<file path="src/rtl/step_dir_pkg.sv">
// Shared types and constants for the step/dir pulse generator.
package step_dir_pkg;

  typedef enum logic [1:0] {
    IDLE  = 2'd0,
    SETUP = 2'd1,
    HIGH  = 2'd2,
    LOW   = 2'd3
  } sd_state_t;

  localparam int SETUP_CYC_DEF = 1;
  localparam int HIGH_CYC_DEF  = 2;
  localparam int LOW_CYC_DEF   = 2;

  // Phase timer holds length-1, so the widest phase length must fit.
  function automatic int phase_w(input int s, input int h, input int l);
    int m;
    m = s;
    if (h > m) m = h;
    if (l > m) m = l;
    return $clog2(m + 1);
  endfunction

endpackage

</file>
<file path="src/rtl/step_phase_timer.sv">
// Loadable down-counter; expired flags the last cycle of the loaded phase.
module step_phase_timer #(
  parameter int W = 2
) (
  input  logic         clk,
  input  logic         rst,
  input  logic         load,
  input  logic [W-1:0] value,
  output logic         expired
);

  logic [W-1:0] cnt;

  always_ff @(posedge clk) begin
    if (rst)               cnt <= '0;
    else if (load)         cnt <= value;
    else if (cnt != '0)    cnt <= cnt - W'(1);
  end

  assign expired = (cnt == '0);

endmodule

</file>
<file path="src/rtl/step_dir_gen.sv">
// Step/direction pulse generator with mirror position of the downstream counter.
module step_dir_gen
  import step_dir_pkg::*;
#(
  parameter int POS_W     = 3,
  parameter int STEP_W    = 8,
  parameter int SETUP_CYC = SETUP_CYC_DEF,
  parameter int HIGH_CYC  = HIGH_CYC_DEF,
  parameter int LOW_CYC   = LOW_CYC_DEF
) (
  input  logic              clk,
  input  logic              rst,
  input  logic              req_valid,
  output logic              req_ready,
  input  logic              req_dir,
  input  logic [STEP_W-1:0] req_steps,
  input  logic              abort,
  output logic              step,
  output logic              dir,
  output logic              busy,
  output logic              done,
  output logic [POS_W-1:0]  pos
);

  localparam int CW = phase_w(SETUP_CYC, HIGH_CYC, LOW_CYC);
  localparam logic [CW-1:0] SETUP_LD = CW'(SETUP_CYC - 1);
  localparam logic [CW-1:0] HIGH_LD  = CW'(HIGH_CYC - 1);
  localparam logic [CW-1:0] LOW_LD   = CW'(LOW_CYC - 1);

  sd_state_t         state;
  logic [STEP_W-1:0] remaining;
  logic              abort_pend;
  logic              tmr_load;
  logic [CW-1:0]     tmr_value;
  logic              expired;

  assign req_ready = (state == IDLE) && !rst;

  // Last pulse or a pending abort ends the move at the end of LOW.
  logic low_finish;
  assign low_finish = (remaining == '0) || abort_pend;

  always_comb begin
    tmr_load  = 1'b0;
    tmr_value = SETUP_LD;
    case (state)
      IDLE:  begin tmr_load = req_valid && (req_steps != '0); tmr_value = SETUP_LD; end
      SETUP: begin tmr_load = expired && !abort;               tmr_value = HIGH_LD;  end
      HIGH:  begin tmr_load = expired;                         tmr_value = LOW_LD;   end
      LOW:   begin tmr_load = expired && !abort && !low_finish; tmr_value = HIGH_LD; end
      default: ;
    endcase
  end

  step_phase_timer #(.W(CW)) u_timer (
    .clk     (clk),
    .rst     (rst),
    .load    (tmr_load),
    .value   (tmr_value),
    .expired (expired)
  );

  always_ff @(posedge clk) begin
    if (rst) begin
      state      <= IDLE;
      step       <= 1'b0;
      dir        <= 1'b0;
      busy       <= 1'b0;
      done       <= 1'b0;
      pos        <= '0;
      remaining  <= '0;
      abort_pend <= 1'b0;
    end else begin
      done <= 1'b0;
      case (state)
        IDLE: begin
          if (req_valid) begin
            if (req_steps == '0) begin
              done <= 1'b1;
            end else begin
              dir       <= req_dir;
              remaining <= req_steps;
              state     <= SETUP;
              busy      <= 1'b1;
            end
          end
        end
        SETUP: begin
          if (abort) begin
            state      <= IDLE;
            busy       <= 1'b0;
            done       <= 1'b1;
            abort_pend <= 1'b0;
          end else if (expired) begin
            state <= HIGH;
            step  <= 1'b1;
            pos   <= dir ? pos + POS_W'(1) : pos - POS_W'(1);
            if (remaining != '0) remaining <= remaining - STEP_W'(1);
          end
        end
        HIGH: begin
          // Pulse width is never shortened; the abort is deferred to LOW's end.
          if (abort) abort_pend <= 1'b1;
          if (expired) begin
            state <= LOW;
            step  <= 1'b0;
          end
        end
        LOW: begin
          if (abort || (expired && low_finish)) begin
            state      <= IDLE;
            busy       <= 1'b0;
            done       <= 1'b1;
            abort_pend <= 1'b0;
          end else if (expired) begin
            state <= HIGH;
            step  <= 1'b1;
            pos   <= dir ? pos + POS_W'(1) : pos - POS_W'(1);
            if (remaining != '0) remaining <= remaining - STEP_W'(1);
          end
        end
        default: state <= IDLE;
      endcase
    end
  end

endmodule

</file>
<file path="config.mk">
export PLATFORM = sky130hd
export DESIGN_NAME = step_dir_gen
export DESIGN_NICKNAME = d
export VERILOG_FILES = /design/src/rtl/step_dir_pkg.sv /design/src/rtl/step_phase_timer.sv /design/src/rtl/step_dir_gen.sv
export SDC_FILE = /design/constraint.sdc
export NUM_CORES = 1
export LEC_CHECK = 0
export ABC_AREA = 1
export CAP_MARGIN = 25
export CORE_MARGIN = 3
export CORE_UTILIZATION = 53
export DETAILED_ROUTE_END_ITERATION = 12
export PLACE_DENSITY = 0.88
export SLEW_MARGIN = 20
export SYNTH_ARGS = -nofsm -noshare
export SYNTH_HDL_FRONTEND = slang
export SYNTH_SLANG_ARGS = --single-unit
</file>
<file path="constraint.sdc">
create_clock -name clk -period 1.85 [get_ports clk]
set_input_delay 0.185 -clock clk [delete_from_list [all_inputs] [get_ports clk]]
set_output_delay 0.185 -clock clk [all_outputs]
set_load 0.03 [all_outputs]
</file>
==> insert_results.sql <==
INSERT INTO impl_metrics (metric_group, metric, value, unit) VALUES
('setup_path', 'crit_family', 'flip-flops', ''),
('clock_network', 'cts.clk_slew.worst_paths', '0.11', 'ns'),
('die', 'coreArea', '2276', 'µm²'),
('setup_path', 'cp.required', '1.66', 'ns'),
('setup_path', 'r2r_cells', '9', ''),
('hold_path', 'hold_path.startpoint', 'step', ''),
('setup_path', 'worst-r2r-setup-slack', '0.22', 'ns'),
('routing', 'detailedRoute.firstIterationViolations', '39', ''),
('global_routing', 'antenna_found_initial', '0', ''),
('hold_path', 'min_delay_worst_endpoint', 'step', ''),
('sta', 'skew_final', '0.001176', 'ns'),
('die', 'top_level_i_o_count', '21', ''),
('die', 'dieArea', '3104', 'µm²'),
('placed_design', 'post-dp-hpwl', '2.125', 'mm'),
('sta', 'final.period_utilization', '89.02', '%'),
('global_routing', 'grt_usage', '19.04', '%'),
('clock_network', 'cts_hold_buffers', '0', ''),
('sta', 'slew-limit-headroom', '70.95', '%'),
('logic_synthesis', 'avgSynthCellArea', '6.268', 'µm²'),
('logic_synthesis', 'synth_fa_ha_area_share', '3.438', '%'),
('logic_synthesis', 'complex_gate_fraction_of_the_synthesized_area', '12.42', '%'),
('routing', 'viasPerCell', '4.988', ''),
('routing', 'drc', '0', ''),
('pwr', 'static_leakage', '0.7698', 'nW'),
('setup_path', 'critPathCaptureType', 'output port', ''),
('setup_path', 'crit_chain', 'nor2_1 -> inv_1 -> nor2_1 -> buf_4', ''),
('setup_path', 'critPathKind', 'reg -> out', ''),
('hold_path', 'min_path_type', 'reg -> reg', ''),
('setup_path', 'critPathArrivalTime', '1.46', 'ns'),
('logic_synthesis', 'post_synth_mux_area_share', '0', '%'),
('logic_synthesis', 'yosysWarningCount', '0', ''),
('logic_synthesis', 'post_synth_xor_area_fraction', '2.674', '%'),
('logic_synthesis', 'post_synth_inst_count', '209', ''),
('finish', 'nNetsFinal', '249', ''),
('sta', 'hold_viol', '0', ''),
('clock_network', 'cts_buffers', '3', ''),
('clock_network', 'tritoncts', 'built', ''),
('finish', 'area.sequential', '400.4', 'µm²'),
('clock_network', 'tritoncts_sink_count', '20', ''),
('global_routing', 'grt_pass1_vias', '1158', ''),
('sta', 'final.setup.worst_slack', '0.2032', 'ns'),
('clock_network', 'cts_root_buffer', 'sky130_fd_sc_hd__clkbuf_4', ''),
('clock_network', 'insertion_delay', '0.30', 'ns'),
('routing', 'vias', '1297', ''),
('sta', 'final_slew_violations', '0', ''),
('finish', 'area_added_between_synthesis_and_finish', '20.53', '%'),
('finish', 'drive_above_1_share', '7.759', '%'),
('setup_path', 'path_max_fanout', '13', ''),
('clock_network', 'htree_num_levels', '1', ''),
('global_routing', 'global_route.overflow_total', '0', ''),
('logic_synthesis', 'post_synthesis_net_count', '225', ''),
('job', 'max-cap-violations', '0', ''),
('clock_network', 'postCtsSetupBuffers', '0', ''),
('placed_design', 'numPlacedInstances', '256', ''),
('sta', 'final_setup_viols', '0', ''),
('routing', 'number_of_search_and_repair_iterations_in_the_first_detailed_routing_pass', '4', ''),
('routing', 'routed_wl', '2.771', 'mm'),
('die', 'initial_utilization', '57.56', '%'),
('pwr', 'total_power', '2.145', 'mW'),
('run_status', 'outcome', 'complete, no violations', ''),
('clock_network', 'cts-resized-gates', '0', ''),
('routing', 'detail_route.wl_per_cell', '10.66', 'µm'),
('sta', 'period_minus_slack', '1.647', 'ns'),
('sta', 'max_freq', '607.2', 'MHz'),
('logic_synthesis', 'synth_cell_type_count', '25', ''),
('logic_synthesis', 'yosys.area_share.simple', '38.87', '%'),
('global_routing', 'grt_start_max_net_pins', '16', ''),
('placed_design', 'gp_congestion', '0.8423', ''),
('placed_design', 'io_buffers', '20', ''),
('setup_path', 'timing.critical_path.buf_inv', '2', ''),
('placed_design', 'detailedPlace.worstSlack', '0.1557', 'ns');
## power breakdown
| part | internal, mW | switching [mW] |
|---|---|---|
| Sequential | 0.560 | 0.109 |
| Combinational | 0.472 | 0.747 |
| Clock | 0.120 | 0.137 |
## layout make-up
type | count | area share (%)
clock buffer | 4 | 2.298
sequential | 20 | 25.36
timing repair buffer | 25 | 14.90
inverter | 32 | 7.607
multi-input combinational | 151 | 47.62
tap | 28 | 2.219
## registers in the layout, summed over array words and instances (netlist names)
| signal | flops |
|---|---|
| remaining | 8 |
| pos | 3 |
| state | 2 |
| u_timer.cnt | 2 |
| abort_pend | 1 |
| busy | 1 |
| dir | 1 |
| done | 1 |
| step | 1 |
## cells in the mapped netlist
cell type	count	area (µm²)
sky130_fd_sc_hd__o21bai_1	1	7.510
sky130_fd_sc_hd__and2_1	1	6.260
sky130_fd_sc_hd__nor2_4	1	11.26
sky130_fd_sc_hd__nor2_1	31	116.4
sky130_fd_sc_hd__ha_1	2	25.02
sky130_fd_sc_hd__o21ai_0	15	75.07
sky130_fd_sc_hd__buf_2	3	15.01
sky130_fd_sc_hd__xor2_1	3	26.28
sky130_fd_sc_hd__o21ai_4	1	16.27
sky130_fd_sc_hd__nand3_4	2	35.03
sky130_fd_sc_hd__a21oi_1	10	50.05
sky130_fd_sc_hd__a31oi_1	1	6.260
sky130_fd_sc_hd__buf_8	1	15.01
sky130_fd_sc_hd__nand2_2	3	18.77
sky130_fd_sc_hd__clkbuf_1	2	7.510
sky130_fd_sc_hd__o211ai_1	1	7.510
sky130_fd_sc_hd__nand2_1	57	214.0
sky130_fd_sc_hd__nor3_1	2	10.01
sky130_fd_sc_hd__fa_1	1	20.02
sky130_fd_sc_hd__dfxtp_1	20	400.4
sky130_fd_sc_hd__xnor2_1	1	8.760
sky130_fd_sc_hd__nand4_1	5	31.28
sky130_fd_sc_hd__nand3_1	12	60.06
sky130_fd_sc_hd__inv_1	32	120.1
sky130_fd_sc_hd__or2_2	1	6.260
## kinds of logic (layout without fill, tap and decap cells)
group / count (synthesis) / in the layout
AOI/OAI and AO/OA: 29 / 29
xor gates and xnor gates: 4 / 4
adders and majority gates: 3 / 3
buffers and inverters: 38 / 61
DFF: 20 / 20
and+or+nand+nor: 115 / 115
## cell usage in the layout (no fill, tap or decap), types with 3 or more instances in the layout
master	synthesis	final
sky130_fd_sc_hd__a21oi_1	10	10
sky130_fd_sc_hd__buf_4	0	6
sky130_fd_sc_hd__clkbuf_4	0	3
sky130_fd_sc_hd__clkdlybuf4s50_1	0	19
sky130_fd_sc_hd__dfxtp_1	20	20
sky130_fd_sc_hd__inv_1	32	32
sky130_fd_sc_hd__nand2_1	57	57
sky130_fd_sc_hd__nand2_2	3	3
sky130_fd_sc_hd__nand3_1	12	12
sky130_fd_sc_hd__nand4_1	5	5
sky130_fd_sc_hd__nor2_1	31	31
sky130_fd_sc_hd__o21ai_0	15	15
sky130_fd_sc_hd__xor2_1	3	3
## worst max path at each step
| stage | start | endpoint | cells past startpoint |
|---|---|---|---|
| after floorplan | dir | pos[2] | 7 |
| after global placement | req_steps[1] | remaining[5] | 9 |
| after detailed placement | req_steps[1] | remaining[5] | 9 |
| after CTS | state[0] | req_ready | 4 |
| after global routing | u_timer.cnt[0] | remaining[6] | 10 |
| final | state[0] | req_ready | 4 |
## per-layer routing
layer | GRT usage, % | vias up | wire [µm]
met3 | 5.568 | 6 | 158
met5 | 0 | - | 0
met2 | 29.22 | 35 | 1229
met1 | 25.82 | 554 | 1338
li1 | - | 702 | -
met4 | 5.556 | 0 | 45
## worst reg2reg max path: cells and delay by family, from the launching register on
kind                       cells  cell delay, ns
buffers and inverters          1            0.08
AOI/OAI and AO/OA              1            0.21
adders and majority gates      1            0.25
DFF                            1            0.32
and+or+nand+nor                6            0.67
## through the flow
stage | area, µm² | utilization (%)
after floorplan | 1310 | -
after global placement | 1543 | 67.78
after detailed placement | 1543 | 67.78
after CTS | 1579 | 69.38
after global routing | 1579 | 69.38
final | 1579 | 69.38
(Power assumes the default switching activity.)
